<file path="config.mk">
export PLATFORM = sky130hd
export DESIGN_NAME = ddr_upload_reader
export DESIGN_NICKNAME = d
export VERILOG_FILES = /design/src/rtl/ddr_upload_reader.sv
export SDC_FILE = /design/constraint.sdc
export NUM_CORES = 1
export LEC_CHECK = 0
export BUFFER_PORTS_ARGS = -buffer_cell sky130_fd_sc_hd__buf_2
export CORE_ASPECT_RATIO = 1.4
export CORE_UTILIZATION = 53
export CTS_BUF_LIST = sky130_fd_sc_hd__clkbuf_16
export CTS_CLUSTER_SIZE = 25
export DETAILED_ROUTE_END_ITERATION = 16
export PLACE_DENSITY = 0.76
export SLEW_MARGIN = 20
export SYNTH_ARGS = -nofsm -noshare
export SYNTH_HDL_FRONTEND = slang
export SYNTH_SLANG_ARGS = --single-unit
</file>
<file path="constraint.sdc">
create_clock -name clock -period 3 [get_ports clock]
set_input_delay 0.6 -clock clock [delete_from_list [all_inputs] [get_ports clock]]
set_output_delay 0.6 -clock clock [all_outputs]
set_load 0.02 [all_outputs]
</file>
<file path="src/rtl/ddr_upload_reader.sv">
// ddr_upload_reader: serves 16-bit HPS upload reads from a one-line buffer
// that is filled from DDR with a single 64-bit burst on a miss.
module ddr_upload_reader #(
    parameter logic [31:0] DDR_BASE     = 32'h0000_0000,
    parameter int          BURST_LENGTH = 4,
    parameter int          ADDR_WIDTH   = 25
) (
    input  logic                  clock,
    input  logic                  reset,
    input  logic                  io_upload_cs,
    input  logic                  io_upload_rd,
    input  logic [ADDR_WIDTH-1:0] io_upload_addr,
    output logic                  io_upload_waitReq,
    output logic                  io_upload_valid,
    output logic [15:0]           io_upload_dout,
    output logic                  io_ddr_rd,
    output logic [31:0]           io_ddr_addr,
    output logic [7:0]            io_ddr_burstLength,
    input  logic                  io_ddr_waitReq,
    input  logic                  io_ddr_valid,
    input  logic [63:0]           io_ddr_dout
);

    localparam int LINE_BYTES = 8 * BURST_LENGTH;
    localparam int OFF_BITS   = $clog2(LINE_BYTES);
    localparam int BEAT_W     = (BURST_LENGTH > 1) ? $clog2(BURST_LENGTH) : 1;
    localparam int TAG_W      = ADDR_WIDTH - OFF_BITS;

    typedef enum logic [1:0] {IDLE, REQ, FILL, RESP} state_t;

    state_t             state_reg, state_next;

    logic [63:0]        line_mem [BURST_LENGTH];
    logic               line_valid_reg;
    logic [TAG_W-1:0]   line_tag_reg;
    logic [TAG_W-1:0]   fill_tag_reg;
    logic [BEAT_W-1:0]  fill_beat_reg;
    logic [1:0]         fill_lane_reg;
    logic [BEAT_W-1:0]  beat_cnt_reg;
    logic               fill_keep_reg;
    logic [31:0]        ddr_addr_reg;
    logic               cs_reg;
    logic [15:0]        dout_reg;

    // Address decode of the incoming request
    logic [TAG_W-1:0]   addr_tag;
    logic [BEAT_W-1:0]  addr_beat;
    logic [1:0]         addr_lane;
    logic [31:0]        addr_ext;
    logic [31:0]        line_base;
    logic               unused_addr_bit;

    assign addr_tag        = io_upload_addr[ADDR_WIDTH-1:OFF_BITS];
    assign addr_lane       = io_upload_addr[2:1];
    assign addr_ext        = 32'(io_upload_addr);
    assign line_base       = DDR_BASE + (addr_ext & ~32'(LINE_BYTES - 1));
    assign unused_addr_bit = io_upload_addr[0];

    generate
        if (BURST_LENGTH > 1) begin : g_beat_sel
            assign addr_beat = io_upload_addr[OFF_BITS-1:3];
        end else begin : g_beat_single
            assign addr_beat = '0;
        end
    endgenerate

    logic hit;
    logic rd_req;
    logic cs_fall;
    logic last_beat;

    assign hit       = line_valid_reg && (addr_tag == line_tag_reg);
    assign rd_req    = io_upload_rd && io_upload_cs;
    assign cs_fall   = cs_reg && !io_upload_cs;
    assign last_beat = (state_reg == FILL) && io_ddr_valid &&
                       (beat_cnt_reg == BEAT_W'(BURST_LENGTH - 1));

    // Halfword selection: a hit reads the addressed beat directly; the end of a
    // fill reads the latched beat, bypassing the buffer if it is arriving now.
    logic [BEAT_W-1:0]  rd_beat;
    logic [1:0]         rd_lane;
    logic [63:0]        src_word;
    logic [15:0]        src_lanes [4];
    logic [15:0]        sel_half;

    assign rd_beat  = (state_reg == IDLE) ? addr_beat : fill_beat_reg;
    assign rd_lane  = (state_reg == IDLE) ? addr_lane : fill_lane_reg;
    assign src_word = ((state_reg == FILL) && (beat_cnt_reg == fill_beat_reg))
                      ? io_ddr_dout : line_mem[rd_beat];

    generate
        for (genvar gi = 0; gi < 4; gi++) begin : g_lane
            assign src_lanes[gi] = src_word[16*gi +: 16];
        end
    endgenerate

    assign sel_half = src_lanes[rd_lane];

    // State register
    always_ff @(posedge clock) begin
        if (reset) begin
            state_reg <= IDLE;
        end else begin
            state_reg <= state_next;
        end
    end

    // Next-state logic
    always_comb begin
        state_next = state_reg;
        case (state_reg)
            IDLE: begin
                if (rd_req) begin
                    state_next = hit ? RESP : REQ;
                end
            end
            REQ: begin
                if (!io_ddr_waitReq) begin
                    state_next = FILL;
                end
            end
            FILL: begin
                if (last_beat) begin
                    state_next = RESP;
                end
            end
            RESP: begin
                state_next = IDLE;
            end
            default: state_next = IDLE;
        endcase
    end

    // Handshake outputs decoded from the state
    always_comb begin
        io_ddr_rd         = 1'b0;
        io_upload_valid   = 1'b0;
        io_upload_waitReq = 1'b0;
        case (state_reg)
            IDLE: io_upload_waitReq = rd_req && !hit;
            REQ: begin
                io_ddr_rd         = 1'b1;
                io_upload_waitReq = 1'b1;
            end
            FILL: io_upload_waitReq = 1'b1;
            RESP: io_upload_valid   = 1'b1;
            default: ;
        endcase
    end

    assign io_ddr_addr        = ddr_addr_reg;
    assign io_ddr_burstLength = 8'(BURST_LENGTH);
    assign io_upload_dout     = dout_reg;

    // Line buffer storage, written one beat at a time during a fill
    always_ff @(posedge clock) begin
        if ((state_reg == FILL) && io_ddr_valid) begin
            line_mem[beat_cnt_reg] <= io_ddr_dout;
        end
    end

    // Request latching, beat counting, line tag/valid and read data
    always_ff @(posedge clock) begin
        if (reset) begin
            line_valid_reg <= 1'b0;
            line_tag_reg   <= '0;
            fill_tag_reg   <= '0;
            fill_beat_reg  <= '0;
            fill_lane_reg  <= '0;
            beat_cnt_reg   <= '0;
            fill_keep_reg  <= 1'b0;
            ddr_addr_reg   <= '0;
            cs_reg         <= 1'b0;
            dout_reg       <= '0;
        end else begin
            cs_reg <= io_upload_cs;
            case (state_reg)
                IDLE: begin
                    if (rd_req) begin
                        if (hit) begin
                            dout_reg <= sel_half;
                        end else begin
                            // The buffer is about to be overwritten
                            line_valid_reg <= 1'b0;
                            ddr_addr_reg   <= line_base;
                            fill_tag_reg   <= addr_tag;
                            fill_beat_reg  <= addr_beat;
                            fill_lane_reg  <= addr_lane;
                            fill_keep_reg  <= 1'b1;
                        end
                    end
                end
                REQ: begin
                    beat_cnt_reg <= '0;
                end
                FILL: begin
                    if (io_ddr_valid) begin
                        beat_cnt_reg <= beat_cnt_reg + 1'b1;
                    end
                    if (last_beat) begin
                        dout_reg       <= sel_half;
                        line_tag_reg   <= fill_tag_reg;
                        line_valid_reg <= fill_keep_reg && !cs_fall;
                    end
                end
                default: ;
            endcase
            // End of session: forget the line, including one still being filled
            if (cs_fall) begin
                line_valid_reg <= 1'b0;
                fill_keep_reg  <= 1'b0;
            end
        end
    end

endmodule

</file>
==> results.yml <==
outcome:
  outcome: "completed"
yosys:
  synthCells: 1063
  synthFlopType: "edfxtp_1"
  synthSimpleGateAreaFrac_pct: 7.618
  synth_edf_count: 256
  synth_xor_area_share_pct: 1.355
  postSynth.asyncResetShare_pct: 0
  synth_compound_area_share_pct: 12.02
  ys_seq_area_share_pct: 63.48
  avgSynthCellArea_um2: 13.38
  synth.distinct_cells: 60
  synthAdderAreaFrac_pct: 0.7917
  synth_top_family_by_area: "compound AO/OA/AOI/OAI gates"
  yosysWarningCount: 0
  synthMuxAreaShare_pct: 10.58
  syn-cell-area_um2: 14220
  ys_ff_latch: 323
critical_path:
  rr_worst_depth: 8
  r2r_start: "state_reg[0]"
  slowest_stage: "nor4_1"
  worstPathMaxFanout: 2
  slowest_delay_ns: 0.42
  cp_common_cell: "nor2_1"
  cp.depth: 7
  critPathLaunchType: "register"
  cp_top_family: "simple AND/OR/NAND/NOR gates"
  critPathCaptureType: "output pin"
  cp_data_required_time_ns: 2.40
  path_class: "reg -> out"
  path_buf_inv: 1
  reg2reg_slack_ns: 0.22
  worstSetupEndpoint: "io_upload_waitReq"
  arrival_ns: 2.30
  path_cells: "xor2_1 -> nor4_1 -> nand4_1 -> o2111a_1 -> nor2_1 -> nor2_1 -> buf_2"
  reg2reg_to: "io_upload_dout[7]"
  crit_start: "line_tag_reg[17]"
clock_network:
  cts_tree: "yes"
  post_cts_buffers: 0
  clkSinkCount: 323
  clock_latency_ns: 0.57
  cts-root-buf: "clkbuf_16"
  cts_buffers: 30
  cts_max_level: 1
  cts_buffer_depth: 3
  clk_pin_slew_worst_paths_ns: 0.06
finish:
  largest_reg_flops: 256
  layout_commonest_cell: "edfxtp_1"
  layout_common_cells: "edfxtp_1, buf_2, nor2_1, nand2_1, dfxtp_1"
  drive_gt1_share_pct: 23.25
  final_cell_count_no_fill: 1560
  nFillCells: 1975
  area_growth_pct: 15.07
  nets: 1311
  multiInputGateArea_um2: 4718
  final_cell_area_um2: 16370
  register_area_um2: 9029
  post-route-util_pct: 62.29
sta:
  period_share_pct: 96.67
  fmax_mhz: 344.8
  final_max_slew_viol_count: 0
  hold_viol: 0
  slew_headroom_pct: 50.18
  fin_ws_ns: 0.09980
  hold_ws_ns: 0.2659
  grt_setup_unrepaired: "false"
  worst_slew_pin_slew_ns: 0.7472
  finalClockSkew_ns: 0.01305
  fin_setup_tns_ns: 0
  setup_violations: 0
  layout_min_cycle_time_ns: 2.900
pwr:
  power.total_mw: 12.91
  power_frac_comb_pct: 32.9
  power.internal_mw: 8.712
  peakVddDrop_mv: 0.4928
  p_switching_mw: 4.202
  pwr-share-seq_pct: 40.4
  powerDensity_nw_per_um2: 789.0
  swShare_pct: 32.54
  pwr-share-clk_pct: 26.6
  leakage_nw: 5.826
grt:
  grt_overflow: 0
  track_usage_pct: 24.20
  grt_pass1_wl_um: 51230
  first_global_vias: 9312
  grt_max_degree: 65
  antenna_found_initial: 5
floorplan:
  io_pins: 154
  die-area_um2: 27510
  rows: 70
  die_x_um: 140.5
  initial_utilization_pct: 54.13
  coreArea_um2: 26280
  fp.dieH_um: 195.8
detailed_routing:
  wl_per_cell_um: 21.26
  firstDrtPassIters: 5
  drtAntennaViolNets: 0
  wl_um: 33160
  vias_per_cell: 6.108
  drt-initial-drc-count: 837
  vias: 9529
  drc: 0
place:
  dpl_cell_area_um2: 15440
  dp_slack_ns: 0.02939
  gp_congestion: 0.8329
  portBuffers: 132
  placed_cells: 1499
  hpwlAfterDp_um: 21230
job:
  drv_cap: 0
worst_hold_path:
  hold_class: "in -> reg"
metal layers:
layer | wire (um) | share of wire (%) | GRT usage [%]
met3 | 2396 | 7.2 | 3.661
met1 | 12970 | 39 | 30.75
met4 | 992 | 3.0 | 10.63
met5 | 13 | 0.039 | 0
met2 | 16790 | 51 | 41.24
cells by family after synthesis:
kind of cell	count (synthesis)
buffers and inverters	108
flip-flops	323
multiplexers	106
AND/OR/NAND/NOR	251
AO/OA/AOI/OAI	242
adder cells (fa/ha/maj)	9
other	2
XOR/XNOR	22
Yosys cell counts, types with 7 or more instances:
cell type | count | share of area [%]
nor4_1 | 7 | 0.31
ha_1 | 9 | 0.79
o21ai_0 | 38 | 1.3
a211oi_1 | 19 | 1.0
buf_6 | 9 | 0.71
a21oi_1 | 46 | 1.6
nand3_1 | 27 | 0.95
a211o_1 | 10 | 0.62
mux4_2 | 26 | 4.1
edfxtp_1 | 256 | 54
mux2i_1 | 57 | 4.0
inv_1 | 13 | 0.34
a311oi_1 | 18 | 1.1
buf_2 | 19 | 0.67
clkbuf_1 | 42 | 1.1
dfxtp_1 | 67 | 9.4
a21boi_0 | 10 | 0.53
xor2_1 | 19 | 1.2
o211ai_1 | 16 | 0.84
a2111oi_0 | 9 | 0.55
nand2_1 | 88 | 2.3
nor2_1 | 89 | 2.3
mux2_2 | 16 | 1.3
o22ai_1 | 16 | 0.70
nor3_1 | 16 | 0.56
buf_4 | 23 | 1.2
o21bai_1 | 20 | 1.1
o221a_1 | 7 | 0.55
worst min path at each step:
| stage | from | end | slack [ns] | cells after the start |
|---|---|---|---|---|
| finish | io_ddr_dout[55] | line_mem[2][55] | 0.27 | 1 |
| global route | io_ddr_dout[2] | line_mem[1][2] | 0.26 | 1 |
| CTS | io_ddr_dout[0] | line_mem[1][0] | 0.24 | 1 |
| detailed placement | line_tag_reg[13] | line_tag_reg[13] | 0.46 | 2 |
| global placement | fill_tag_reg[9] | line_tag_reg[9] | 0.45 | 2 |
| floorplan | fill_keep_reg | fill_keep_reg | 0.44 | 2 |
timing repair:
item,4_1_cts,5_1_grt
gates resized for setup,0,5
setup endpoints to repair,0,11
hold buffers,0,0
area by class of cell:
type | count | share of cell area [%]
Multi-Input combinational cell | 650 | 28.83
Timing Repair Buffer | 189 | 7.744
Clock buffer | 31 | 4.740
Inverter | 13 | 0.3058
Sequential cell | 323 | 55.16
Clock inverter | 24 | 0.6498
Tap cell | 324 | 2.477
Antenna cell | 6 | 0.09174
power by group through the flow:
stage	Combinational [mW]	Clock, mW	Sequential, mW
2_1_floorplan	2.83	0	5.41
5_1_grt	4.57	3.68	5.24
6_report	4.25	3.44	5.22
4_1_cts	4.21	3.49	5.22
3_5_place_dp	4.17	0	5.31
3_3_place_gp	4.11	0	5.30
No activity file was read; power rests on OpenSTA's default activity.
